[src/rtl/nqcpu_pkg.sv]
// nqcpu_pkg: types and constants shared by the nqcpu pipeline stages
//   mem_op_t     memory operation requested by the ALU stage
//   mas_state_t  mem_access_stage FSM states
//   mem_req_t    request fields latched by mem_access_stage on en
package nqcpu_pkg;
    localparam int CTRL_W        = 22;
    localparam int CTRL_DATA_LSB = 0;

    typedef enum logic [1:0] {
        MEM_NONE  = 2'd0,
        MEM_LOAD  = 2'd1,
        MEM_STORE = 2'd2
    } mem_op_t;

    typedef enum logic [1:0] {
        S_IDLE,
        S_RD,
        S_WR,
        S_DONE
    } mas_state_t;

    typedef struct packed {
        mem_op_t           op;
        logic              is_byte;
        logic              sext;
        logic [15:0]       addr;
        logic [15:0]       wdata;
        logic [15:0]       result;
        logic [CTRL_W-1:0] ctrl;
    } mem_req_t;
endpackage

[src/rtl/mem_access_stage_if.sv]
// mem_access_stage_if: shared 16-bit memory bus
//   mem_addr_o   word-aligned bus address (master -> slave)
//   mem_re_o     read strobe              (master -> slave)
//   mem_we_o     write strobe             (master -> slave)
//   mem_wdata_o  write data               (master -> slave)
//   mem_rdata_i  read data                (slave -> master)
//   mem_wait_i   stall current phase      (slave -> master)
interface mem_access_stage_if;
    logic [15:0] mem_addr_o;
    logic        mem_re_o;
    logic        mem_we_o;
    logic [15:0] mem_wdata_o;
    logic [15:0] mem_rdata_i;
    logic        mem_wait_i;

    modport master (
        output mem_addr_o, mem_re_o, mem_we_o, mem_wdata_o,
        input  mem_rdata_i, mem_wait_i
    );

    modport slave (
        input  mem_addr_o, mem_re_o, mem_we_o, mem_wdata_o,
        output mem_rdata_i, mem_wait_i
    );
endinterface

[src/rtl/mem_lane_align.sv]
// mem_lane_align: little-endian byte-lane select/extend for loads and merge for byte stores
//   hi          address bit 0: 0 selects [7:0], 1 selects [15:8]
//   is_byte     1 = byte access, 0 = word access
//   sext        byte load sign-extends when 1
//   rdata       word read from the bus
//   wdata       store data; a byte store uses [7:0]
//   load_data   extended load value
//   store_word  word to write back (read word with one lane replaced for byte stores)
module mem_lane_align (
    input  logic        hi,
    input  logic        is_byte,
    input  logic        sext,
    input  logic [15:0] rdata,
    input  logic [15:0] wdata,
    output logic [15:0] load_data,
    output logic [15:0] store_word
);
    logic [7:0] lane;

    always_comb begin
        lane       = hi ? rdata[15:8] : rdata[7:0];
        load_data  = is_byte ? {{8{sext & lane[7]}}, lane} : rdata;
        store_word = !is_byte ? wdata : hi ? {wdata[7:0], rdata[7:0]} : {rdata[15:8], wdata[7:0]};
    end
endmodule

[src/rtl/mem_access_stage.sv]
// mem_access_stage: load/store stage between alu_stage and regWrite_stage
//   clk, rst_n   clock, synchronous active-low reset
//   en           start pulse, ignored while busy_o
//   op_i, byte_i, sext_i, addr_i, wdata_i, result_i, ctrl_i   request latched on en
//   bus          memory bus master port
//   ctrl_o       ctrl bundle with data field replaced (valid from done_o, held until next completion)
//   busy_o       transaction in progress
//   done_o       one-cycle completion pulse
//   fault_o      with done_o: misaligned word access or bus timeout
module mem_access_stage
    import nqcpu_pkg::*;
#(
    parameter int TIMEOUT = 255
) (
    input  logic              clk,
    input  logic              rst_n,
    input  logic              en,
    input  mem_op_t           op_i,
    input  logic              byte_i,
    input  logic              sext_i,
    input  logic [15:0]       addr_i,
    input  logic [15:0]       wdata_i,
    input  logic [15:0]       result_i,
    input  logic [CTRL_W-1:0] ctrl_i,
    mem_access_stage_if.master bus,
    output logic [CTRL_W-1:0] ctrl_o,
    output logic              busy_o,
    output logic              done_o,
    output logic              fault_o
);
    // Wait cycles counted 0..TIMEOUT-1; a wait seen at the last count ends the phase.
    localparam logic [7:0] TO_LAST = 8'(TIMEOUT - 1);

    mas_state_t        state_q, state_d;
    mem_req_t          req_q, req_d;
    logic [15:0]       rdata_q, rdata_d;
    logic [7:0]        cnt_q, cnt_d;
    logic              flt_q, flt_d;
    logic              done_q, done_d;
    logic              fault_q, fault_d;
    logic [CTRL_W-1:0] ctrl_q, ctrl_d;
    logic [15:0]       load_data, store_word, data_sel;
    logic              misaligned;

    mem_lane_align u_align (
        .hi        (req_q.addr[0]),
        .is_byte   (req_q.is_byte),
        .sext      (req_q.sext),
        .rdata     (rdata_q),
        .wdata     (req_q.wdata),
        .load_data (load_data),
        .store_word(store_word)
    );

    always_comb begin
        state_d    = state_q;
        req_d      = req_q;
        rdata_d    = rdata_q;
        cnt_d      = cnt_q;
        flt_d      = flt_q;
        done_d     = 1'b0;
        fault_d    = 1'b0;
        ctrl_d     = ctrl_q;
        misaligned = (op_i == MEM_LOAD || op_i == MEM_STORE) && addr_i[0] && !byte_i;
        // Faulted loads return 0; stores keep the incoming data field.
        data_sel   = req_q.op == MEM_NONE ? req_q.result :
                     req_q.op != MEM_LOAD ? req_q.ctrl[CTRL_DATA_LSB +: 16] :
                     flt_q ? 16'h0000 : load_data;
        case (state_q)
            S_IDLE: if (en) begin
                req_d   = '{op: op_i, is_byte: byte_i, sext: sext_i, addr: addr_i,
                            wdata: wdata_i, result: result_i, ctrl: ctrl_i};
                flt_d   = misaligned;
                cnt_d   = '0;
                state_d = (misaligned || !(op_i == MEM_LOAD || op_i == MEM_STORE)) ? S_DONE :
                          (op_i == MEM_LOAD || byte_i) ? S_RD : S_WR;
            end
            S_RD: if (!bus.mem_wait_i) begin
                rdata_d = bus.mem_rdata_i;
                cnt_d   = '0;
                state_d = req_q.op == MEM_LOAD ? S_DONE : S_WR;
            end else if (cnt_q == TO_LAST) begin
                flt_d   = 1'b1;
                state_d = S_DONE;
            end else begin
                cnt_d   = cnt_q + 8'd1;
            end
            S_WR: if (!bus.mem_wait_i) begin
                state_d = S_DONE;
            end else if (cnt_q == TO_LAST) begin
                flt_d   = 1'b1;
                state_d = S_DONE;
            end else begin
                cnt_d   = cnt_q + 8'd1;
            end
            S_DONE: begin
                done_d  = 1'b1;
                fault_d = flt_q;
                ctrl_d  = req_q.ctrl;
                ctrl_d[CTRL_DATA_LSB +: 16] = data_sel;
                state_d = S_IDLE;
            end
            default: state_d = S_IDLE;
        endcase
    end

    always_ff @(posedge clk) begin
        if (!rst_n) begin
            state_q <= S_IDLE;
            req_q   <= '0;
            rdata_q <= '0;
            cnt_q   <= '0;
            flt_q   <= 1'b0;
            done_q  <= 1'b0;
            fault_q <= 1'b0;
            ctrl_q  <= '0;
        end else begin
            state_q <= state_d;
            req_q   <= req_d;
            rdata_q <= rdata_d;
            cnt_q   <= cnt_d;
            flt_q   <= flt_d;
            done_q  <= done_d;
            fault_q <= fault_d;
            ctrl_q  <= ctrl_d;
        end
    end

    assign bus.mem_re_o    = state_q == S_RD;
    assign bus.mem_we_o    = state_q == S_WR;
    assign bus.mem_addr_o  = {req_q.addr[15:1], 1'b0};
    assign bus.mem_wdata_o = store_word;
    assign busy_o          = state_q != S_IDLE;
    assign done_o          = done_q;
    assign fault_o         = fault_q;
    assign ctrl_o          = ctrl_q;
endmodule

[src/flat_wrapper.sv]
// flat-port wrapper written by rule: the top's interface ports become plain ports
module mem_access_stage_flat import nqcpu_pkg::*;
#(
    parameter int TIMEOUT = 255
)
  (clk, rst_n, en, op_i, byte_i, sext_i, addr_i, wdata_i, result_i, ctrl_i, ctrl_o, busy_o, done_o, fault_o, bus_mem_addr_o, bus_mem_re_o, bus_mem_we_o, bus_mem_wdata_o, bus_mem_rdata_i, bus_mem_wait_i);
  mem_access_stage_if bus_i ();
  input  logic clk;
  input  logic rst_n;
  input  logic en;
  input  mem_op_t op_i;
  input  logic byte_i;
  input  logic sext_i;
  input  logic [15:0] addr_i;
  input  logic [15:0] wdata_i;
  input  logic [15:0] result_i;
  input  logic [CTRL_W-1:0] ctrl_i;
  output logic [CTRL_W-1:0] ctrl_o;
  output logic busy_o;
  output logic done_o;
  output logic fault_o;
  output wire logic [$bits(bus_i.mem_addr_o)-1:0] bus_mem_addr_o;
  output wire logic [$bits(bus_i.mem_re_o)-1:0] bus_mem_re_o;
  output wire logic [$bits(bus_i.mem_we_o)-1:0] bus_mem_we_o;
  output wire logic [$bits(bus_i.mem_wdata_o)-1:0] bus_mem_wdata_o;
  input wire logic [$bits(bus_i.mem_rdata_i)-1:0] bus_mem_rdata_i;
  input wire logic [$bits(bus_i.mem_wait_i)-1:0] bus_mem_wait_i;
  assign bus_mem_addr_o = bus_i.mem_addr_o;
  assign bus_mem_re_o = bus_i.mem_re_o;
  assign bus_mem_we_o = bus_i.mem_we_o;
  assign bus_mem_wdata_o = bus_i.mem_wdata_o;
  assign bus_i.mem_rdata_i = bus_mem_rdata_i;
  assign bus_i.mem_wait_i = bus_mem_wait_i;
  mem_access_stage #(.TIMEOUT(TIMEOUT)) u_core (.clk(clk), .rst_n(rst_n), .en(en), .op_i(op_i), .byte_i(byte_i), .sext_i(sext_i), .addr_i(addr_i), .wdata_i(wdata_i), .result_i(result_i), .ctrl_i(ctrl_i), .bus(bus_i), .ctrl_o(ctrl_o), .busy_o(busy_o), .done_o(done_o), .fault_o(fault_o));
endmodule
[config.mk]
export PLATFORM = sky130hd
export DESIGN_NAME = mem_access_stage_flat
export DESIGN_NICKNAME = d
export VERILOG_FILES = /design/src/rtl/nqcpu_pkg.sv /design/src/rtl/mem_access_stage_if.sv /design/src/rtl/mem_lane_align.sv /design/src/rtl/mem_access_stage.sv /design/src/flat_wrapper.sv
export SDC_FILE = /design/constraint.sdc
export NUM_CORES = 1
export LEC_CHECK = 0
export BUFFER_PORTS_ARGS = -buffer_cell sky130_fd_sc_hd__buf_2
export CAP_MARGIN = 20
export CORE_MARGIN = 8
export CORE_UTILIZATION = 30
export CTS_BUF_LIST = sky130_fd_sc_hd__clkbuf_2 sky130_fd_sc_hd__clkbuf_4 sky130_fd_sc_hd__clkbuf_8
export CTS_CLUSTER_SIZE = 16
export DETAILED_ROUTE_END_ITERATION = 16
export PLACE_DENSITY = 0.5
export SLEW_MARGIN = 20
export SYNTH_ARGS = -nofsm -noshare
export SYNTH_HDL_FRONTEND = slang
export SYNTH_SLANG_ARGS = --single-unit
[constraint.sdc]
create_clock -name clk -period 2 [get_ports clk]
set_input_delay 0.4 -clock clk [delete_from_list [all_inputs] [get_ports clk]]
set_output_delay 0.4 -clock clk [all_outputs]
set_load 0.02 [all_outputs]
==> metrics.md, run 1 <==
| Metric | Value |
|---|---|
| GP Congestion | `~0.8` |
| Vias in the first global route | `roughly 5k` |
| First-pass GRT wire length | `27100 um` |
| Async S/R FF share, synth | `0` |
| Slew margin rel. | `0.669` |
| Die ar. | `23000 um2` |
| Synthesized Nets | `between 800 and 900` |
| Pin count of the biggest net entering global routing | `between 70 and 80` |
| Count leader, synth | `nand2_1` |
| Worst-margin pin slew | `~0.5 ns` |
| CTS Hold Bufs | `0` |
| Initial core utilization | `0.307` |
| Worst slack, placed | `~0.13 ns` |
| CORE AREA | `between 15000 and 20000 um2` |
| Kind of critical path | `reg -> out` |
| Post-synthesis cell type count | `52` |
| Main synth FF type | `dfxtp_1` |
| Final setup fails | `0` |
| VDD IR max | `between 0.0005 and 0.0006 V` |
| Clk slew on worst S/H paths | `roughly 0.080 ns` |
| Hold endpoint | `u_core.bus.mem_addr_o[6]` |
| Hold_sp | `addr_i[6]` |
| H-tree depth | `4` |
| EDFF count, synth | `0` |
| Synth area leader | `dfxtp_1` |
| Post-Route WL | `17800 um` |
| Hold Path Stages | `3` |
| IO buf count | `roughly 150` |
| Final Skew | `between 0.01 and 0.015 ns` |
| Number of DRC markers in iteration 0 | `roughly 220` |
| FF-to-FF Start | `u_core.state_q[0]` |
| RR Endpoint | `u_core.cnt_q[1]` |
| Vias per cell | `4.77` |
| Final hold violations | `0` |
| Crit end category | `output pin` |
| Fin nets | `926` |
| Via Count | `5084` |
| Max-Cap Viols | `0` |
| Fin. max-slew vios | `0` |
| Status | `completed` |
| Ports | `153` |
| Die X | `152 um` |
| Num Clock Sinks | `around 130` |
| Cell Rows | `49` |
| Syn avg cell area | `7.86 um2` |
| Router iterations before antenna repair | `4` |
| Overall global routing resource usage | `0.152` |
| Worst-skew pair later-pin latency | `about 0.44 ns` |
| Worst-case reg-to-reg path depth | `6` |
| Seq/Total Area, Yosys | `0.453` |
| Synth Warn # | `0` |
| Syn-to-layout area delta | `23.3%` |
| Power per cell area | `about 1100 nW/um2` |
| FF+latch count, synth | `125` |
| RSZ-0062 raised after global routing | `true` |
| Postcts setup bufs | `0` |
| # diodes | `0` |
| Synth area leaders | `dfxtp_1 45%, nand2_1 14%, a21oi_1 11%, mux2_2 3.3%, mux2i_1 2.7%` |
| Clock tree buffer depth | `2` |
| Root buf cell | `clkbuf_8` |
| Top-area cell type share of the netlist area | `0.453` |
| Placed Cells | `1034` |
| Max FO, Critical Path | `11` |
| Leakage power | `~0.0028 uW` |
| Tcrit/Tclk final | `0.974` |
| Req. time, crit path | `about 1.6 ns` |
| Overflow after GRT | `0` |
| Synth top cells by count | `201 x nand2_1, 125 x dfxtp_1, 121 x a21oi_1` |
| Initial antenna violation count | `4` |
| Cell Count, Final, Fillers Out | `1066` |
| Final setup TNS | `0 ns` |
| Worst R2R Setup Slack | `0.15 ns` |
| CTS buffer count | `17` |
| Max Fclk | `513 MHz` |
| Final min period | `between 1.5 and 2 ns` |
| Setup WS post-layout | `0.0523 ns` |
| Type of the worst min-delay path | `in -> reg` |
| Cells after Synth | `703` |
| Wire length per cell | `16.7 um` |
| Data arrival, critical path | `1.55 ns` |
| Startpoint Class | `register` |
| TritonCTS clock tree | `built` |
| Layout cells sized above 1 | `0.275` |
| Die height | `between 150 and 200 um` |
| Synth Cell Area | `roughly 5500 um2` |
| Post-route ant nets | `0` |
| HPWL after DPL | `approximately 13000 um` |
| # DRC | `0` |
[through the flow]
stage	hold slack (ns)	utilization	cell area [um2]	power, uW
6_report	0.192	0.378	6820	7780
5_1_grt	0.159	0.378	6820	8310
4_1_cts	0.157	0.378	6810	7920
3_5_place_dp	0.443	0.356	6420	5700
3_3_place_gp	0.440	0.356	6420	5690
2_1_floorplan	0.431	-	5530	4890
[worst max-delay path, cell delays in order (launching register included)]
cell and delay (ns):
dfxtp_1 0.33, nand2_2 0.24, mux2_2 0.38, buf_2 0.16
[per-layer routing]
| metal | vias up | track usage | share of wire |
|---|---|---|---|
| met5 | - | 0 | 0.0024 |
| li1 | 2605 | - | - |
| met1 | 2358 | 0.187 | 0.44 |
| met3 | 14 | 0.0573 | 0.065 |
| met2 | 99 | 0.247 | 0.48 |
| met4 | 8 | 0.0367 | 0.0097 |
[registers in the layout (all words and copies together) (netlist names)]
signal                 count
u_core.fault_o             1
u_core.cnt_q               8
u_core.rdata_q            16
u_core.ctrl_o             22
u_core.state_q             2
u_core.bus.mem_addr_o     15
u_core.flt_q               1
u_core.req_q              59
u_core.done_o              1
[report_power, final]
group,total (uW),switching (uW),internal (uW)
registers,3120,251,2870
logic,2500,1590,909
clock network,2160,1120,1040
total,7780,2960,4810
[kinds of logic after synthesis]
logic type                 synth area share
AOI/OAI and AO/OA                     0.192
other                              0.000678
DFF                                   0.453
and+or+nand+nor                       0.204
buffers and inverters                0.0727
adders and majority gates            0.0181
muxes                                0.0598
[layout make-up]
| type | count | area, um2 |
|---|---|---|
| clock inverters | 14 | 136 |
| well taps | 229 | 287 |
| repair buffers | 170 | 943 |
| inverters | 17 | 65.1 |
| flip-flops and latches | 125 | 2500 |
| clock buffers | 18 | 248 |
| fillers | 2007 | 11200 |
| multi-input cells | 493 | 2630 |
[cell usage in the layout, fill, tap and decap left out, drive strengths merged, types with 5 or more instances in the layout]
| master | n |
|---|---|
| dfxtp | 125 |
| nand3 | 5 |
| o21ai | 17 |
| o311a | 7 |
| and3 | 5 |
| mux2i | 15 |
| clkinvlp | 5 |
| mux2 | 16 |
| ha | 8 |
| nand2 | 201 |
| nor3 | 6 |
| a21oi | 122 |
| o211ai | 7 |
| nor2 | 24 |
| nand2b | 7 |
| inv | 21 |
| clkbuf | 18 |
| a31oi | 10 |
| buf | 170 |
[timing repair]
item                       4_1_cts  5_1_grt
pin swaps                        0        0
setup endpoints to repair        8       14
gates resized for setup          3        3
[how the worst max path moves through the flow]
stage                      start            endpoint  slack, ns  cells after the start
3_5_place_dp   u_core.state_q[0]     u_core.cnt_q[1]       0.13                      6
4_1_cts        u_core.state_q[0]              busy_o      0.003                      5
6_report        u_core.req_q[54]  bus_mem_wdata_o[4]       0.05                      3
5_1_grt         u_core.req_q[71]  bus_mem_wdata_o[7]      -0.03                      3
2_1_floorplan  u_core.state_q[0]     u_core.cnt_q[1]        0.1                      8
3_3_place_gp   u_core.state_q[1]     u_core.cnt_q[1]       0.17                      6
Power figures use the tool's default switching activity.
==> inputs of run 2 (changes only) <==
--- a/config.mk
+++ b/config.mk
@@ -9,10 +9,10 @@
 export CAP_MARGIN = 20
 export CORE_MARGIN = 8
 export CORE_UTILIZATION = 30
-export CTS_BUF_LIST = sky130_fd_sc_hd__clkbuf_2 sky130_fd_sc_hd__clkbuf_4 sky130_fd_sc_hd__clkbuf_8
 export CTS_CLUSTER_SIZE = 16
 export DETAILED_ROUTE_END_ITERATION = 16
 export PLACE_DENSITY = 0.5
+export REMOVE_ABC_BUFFERS = 1
 export SLEW_MARGIN = 20
 export SYNTH_ARGS = -nofsm -noshare
 export SYNTH_HDL_FRONTEND = slang
==> run 2 against run 1 <==
Clock power is 32% higher. Sequential share of layout area is 1.3 points lower. Design area grew 3.6%. Global-route usage shrank 0.22 points. Sequential power hardly changed. Register-to-register slack gained 0.07 ns. Flip-flop and latch count unchanged. Non-clock buffer count up 12. Critical path depth up 1. Worst hold slack improved by 0.030 ns. Worst setup slack gained 0.036 ns. Clock skew shrank 0.0044 ns. Critical endpoint is now bus_mem_wdata_o[6].
==> metrics.md, run 2 (synthesis gave the netlist of run 1 again) <==
| Metric | Value |
|---|---|
| VDD IR max | `0.000613 V (+7.3%)` |
| Commonest cells after routing, fill and taps aside | `200 x nand2_1, 151 x buf_2, 124 x dfxtp_1` |
| Data arrival, critical path | `1.51 ns (-0.04 ns)` |
| Power per cell area | `1200 nW/um2 (+5.6%)` |
| Vias in the first global route | `5191 (+3.5%)` |
| Leakage power | `0.00296 uW (+4.8%)` |
| Status | `completed` |
| Ports | `153 (unchanged)` |
| Tcrit/Tclk final | `0.956 (-0.0179)` |
| Slowest stage cell, crit path | `mux2_2` |
| Clk slew on worst S/H paths | `0.06 ns (-0.02 ns)` |
| Worst slack, placed | `0.165 ns (+0.0328 ns)` |
| Startpoint Class | `register` |
| Slew margin rel. | `0.482 (-0.186)` |
| Max reg flops | `59 (unchanged)` |
| # DRC | `0 (unchanged)` |
| Initial core utilization | `0.307 (unchanged)` |
| Overflow after GRT | `0 (unchanged)` |
| Initial antenna violation count | `0 (-4)` |
| Max Fclk | `523 MHz (+1.9%)` |
| Pin count of the biggest net entering global routing | `61 (-19%)` |
| Max-Cap Viols | `0 (unchanged)` |
| Overall global routing resource usage | `0.150 (-0.00219)` |
| Worst-skew pair later-pin latency | `0.41 ns (-0.03 ns)` |
| CP Buf/Inv Count | `2 (+1)` |
| Final setup TNS | `0 ns (unchanged)` |
| TritonCTS clock tree | `built` |
| Kind of critical path | `reg -> out` |
| Hold WS | `0.221 ns (+0.0297 ns)` |
| Biggest register | `u_core.req_q` |
| CP top delay family | `multiplexers` |
| CTS Hold Bufs | `0 (unchanged)` |
| Num Clock Sinks | `125 (unchanged)` |
| Via Count | `5119 (+0.69%)` |
| Number of DRC markers in iteration 0 | `234 (+6.8%)` |
| Final Skew | `0.00910 ns (-0.00437 ns)` |
| Max FO, Critical Path | `16 (+5)` |
| Post-Route WL | `17200 um (-3.1%)` |
| Setup WS post-layout | `0.0882 ns (+0.0359 ns)` |
| Syn-to-layout area delta | `27.8%` |
| Vias per cell | `4.76 (-0.25%)` |
| Req. time, crit path | `1.60 ns (about the same)` |
| Most common cell after layout, fill and taps aside | `nand2_1` |
| Wire length per cell | `16.0 um (-4.0%)` |
| Die height | `152 um (unchanged)` |
| GP Congestion | `0.725 (-9.2%)` |
| Die X | `152 um (unchanged)` |
| Clock tree buffer depth | `2 (unchanged)` |
| Post-route ant nets | `0 (unchanged)` |
| CTS buffer count | `17 (unchanged)` |
| Fin nets | `938 (+1.3%)` |
| Crit end category | `output pin` |
| CORE AREA | `18000 um2 (unchanged)` |
| # diodes | `0 (unchanged)` |
| HPWL after DPL | `11900 um (-6.2%)` |
| Layout cells sized above 1 | `0.275 (+0.000298)` |
| Fin. max-slew vios | `0 (unchanged)` |
| IO buf count | `151 (unchanged)` |
| Crit-path max cell delay | `0.35 ns (-0.03 ns)` |
| Final setup fails | `0 (unchanged)` |
| Layout Utilization | `0.392 (+0.0136)` |
| Worst-margin pin slew | `0.771 ns (+0.278 ns)` |
| Router iterations before antenna repair | `4 (unchanged)` |
| Type of the worst min-delay path | `in -> reg` |
| Crit-path cells | `nand2_1 > buf_12 > mux2_2 > buf_2` |
| First-pass GRT wire length | `26900 um (-0.97%)` |
| Final min period | `1.91 ns (-0.0359 ns)` |
| Final hold violations | `0 (unchanged)` |
| Die ar. | `23000 um2 (unchanged)` |
| Root buf cell | `clkbuf_16` |
| H-tree depth | `4 (unchanged)` |
| Cell Rows | `49 (unchanged)` |
| RSZ-0062 raised after global routing | `false` |
run 2: cell types whose count changed in the layout (fill, tap and decap cells not counted), sizes merged:
cell      before  now
clkbuf        18   24
clkinvlp       5    2
inv           21   16
buf          170  182
run 2: area by class of cell:
type	instances	area (um2)
clock buffer	24	472
inverter	17	65.1
multi-input combinational	493	2630
sequential	125	2500
clock inverter	6	63.8
fill	1961	11000
timing repair buffer	182	1040
tap	229	287
run 2: worst paths after layout:
check,startpoint,end,slack (ns),cells after the start
setup / recovery,u_core.req_q[54],bus_mem_wdata_o[6],0.09,4
hold / removal,wdata_i[12],u_core.req_q[50],0.22,3
setup reg to reg,u_core.state_q[0],u_core.cnt_q[6],0.22,7
hold reg to reg,u_core.bus.mem_addr_o[14],u_core.bus.mem_addr_o[14],0.45,2
run 2: tightest hold or removal path: cells and delay by family:
| family | cells | cell delay [ns] |
|---|---|---|
| buffers and inverters | 1 | 0.09 |
| AOI/OAI and AO/OA | 1 | 0.05 |
| and+or+nand+nor | 1 | 0.04 |
run 2: stage by stage:
stage	total power, uW	instances	instance area (um2)
floorplan	4670	635	5190
global placement	5750	1041	6480
detailed placement	5740	1041	6480
CTS	8650	1071	7020
global route	9060	1076	7060
finish	8510	1076	7060
run 2: timing repair:
action / in CTS / in global routing
setup buffers: 0 / 5
gates resized for setup: 0 / 2
endpoints found under the hold margin: 0 / 0
endpoints found under the setup margin: 0 / 3
run 2: metal layers:
metal / routed length [um] / share of wire / GRT usage
met5: 0 / 0 / 0
met4: 82 / 0.0048 / 0.0392
met3: 1410 / 0.082 / 0.0627
met2: 7700 / 0.45 / 0.232
met1: 8020 / 0.47 / 0.189
run 2: where the power goes:
part / internal [uW] / leakage (uW) / switching [uW]
sequential: 2870 / 0.00102 / 223
combinational: 951 / 0.00168 / 1620
clock: 1760 / 0.000256 / 1090
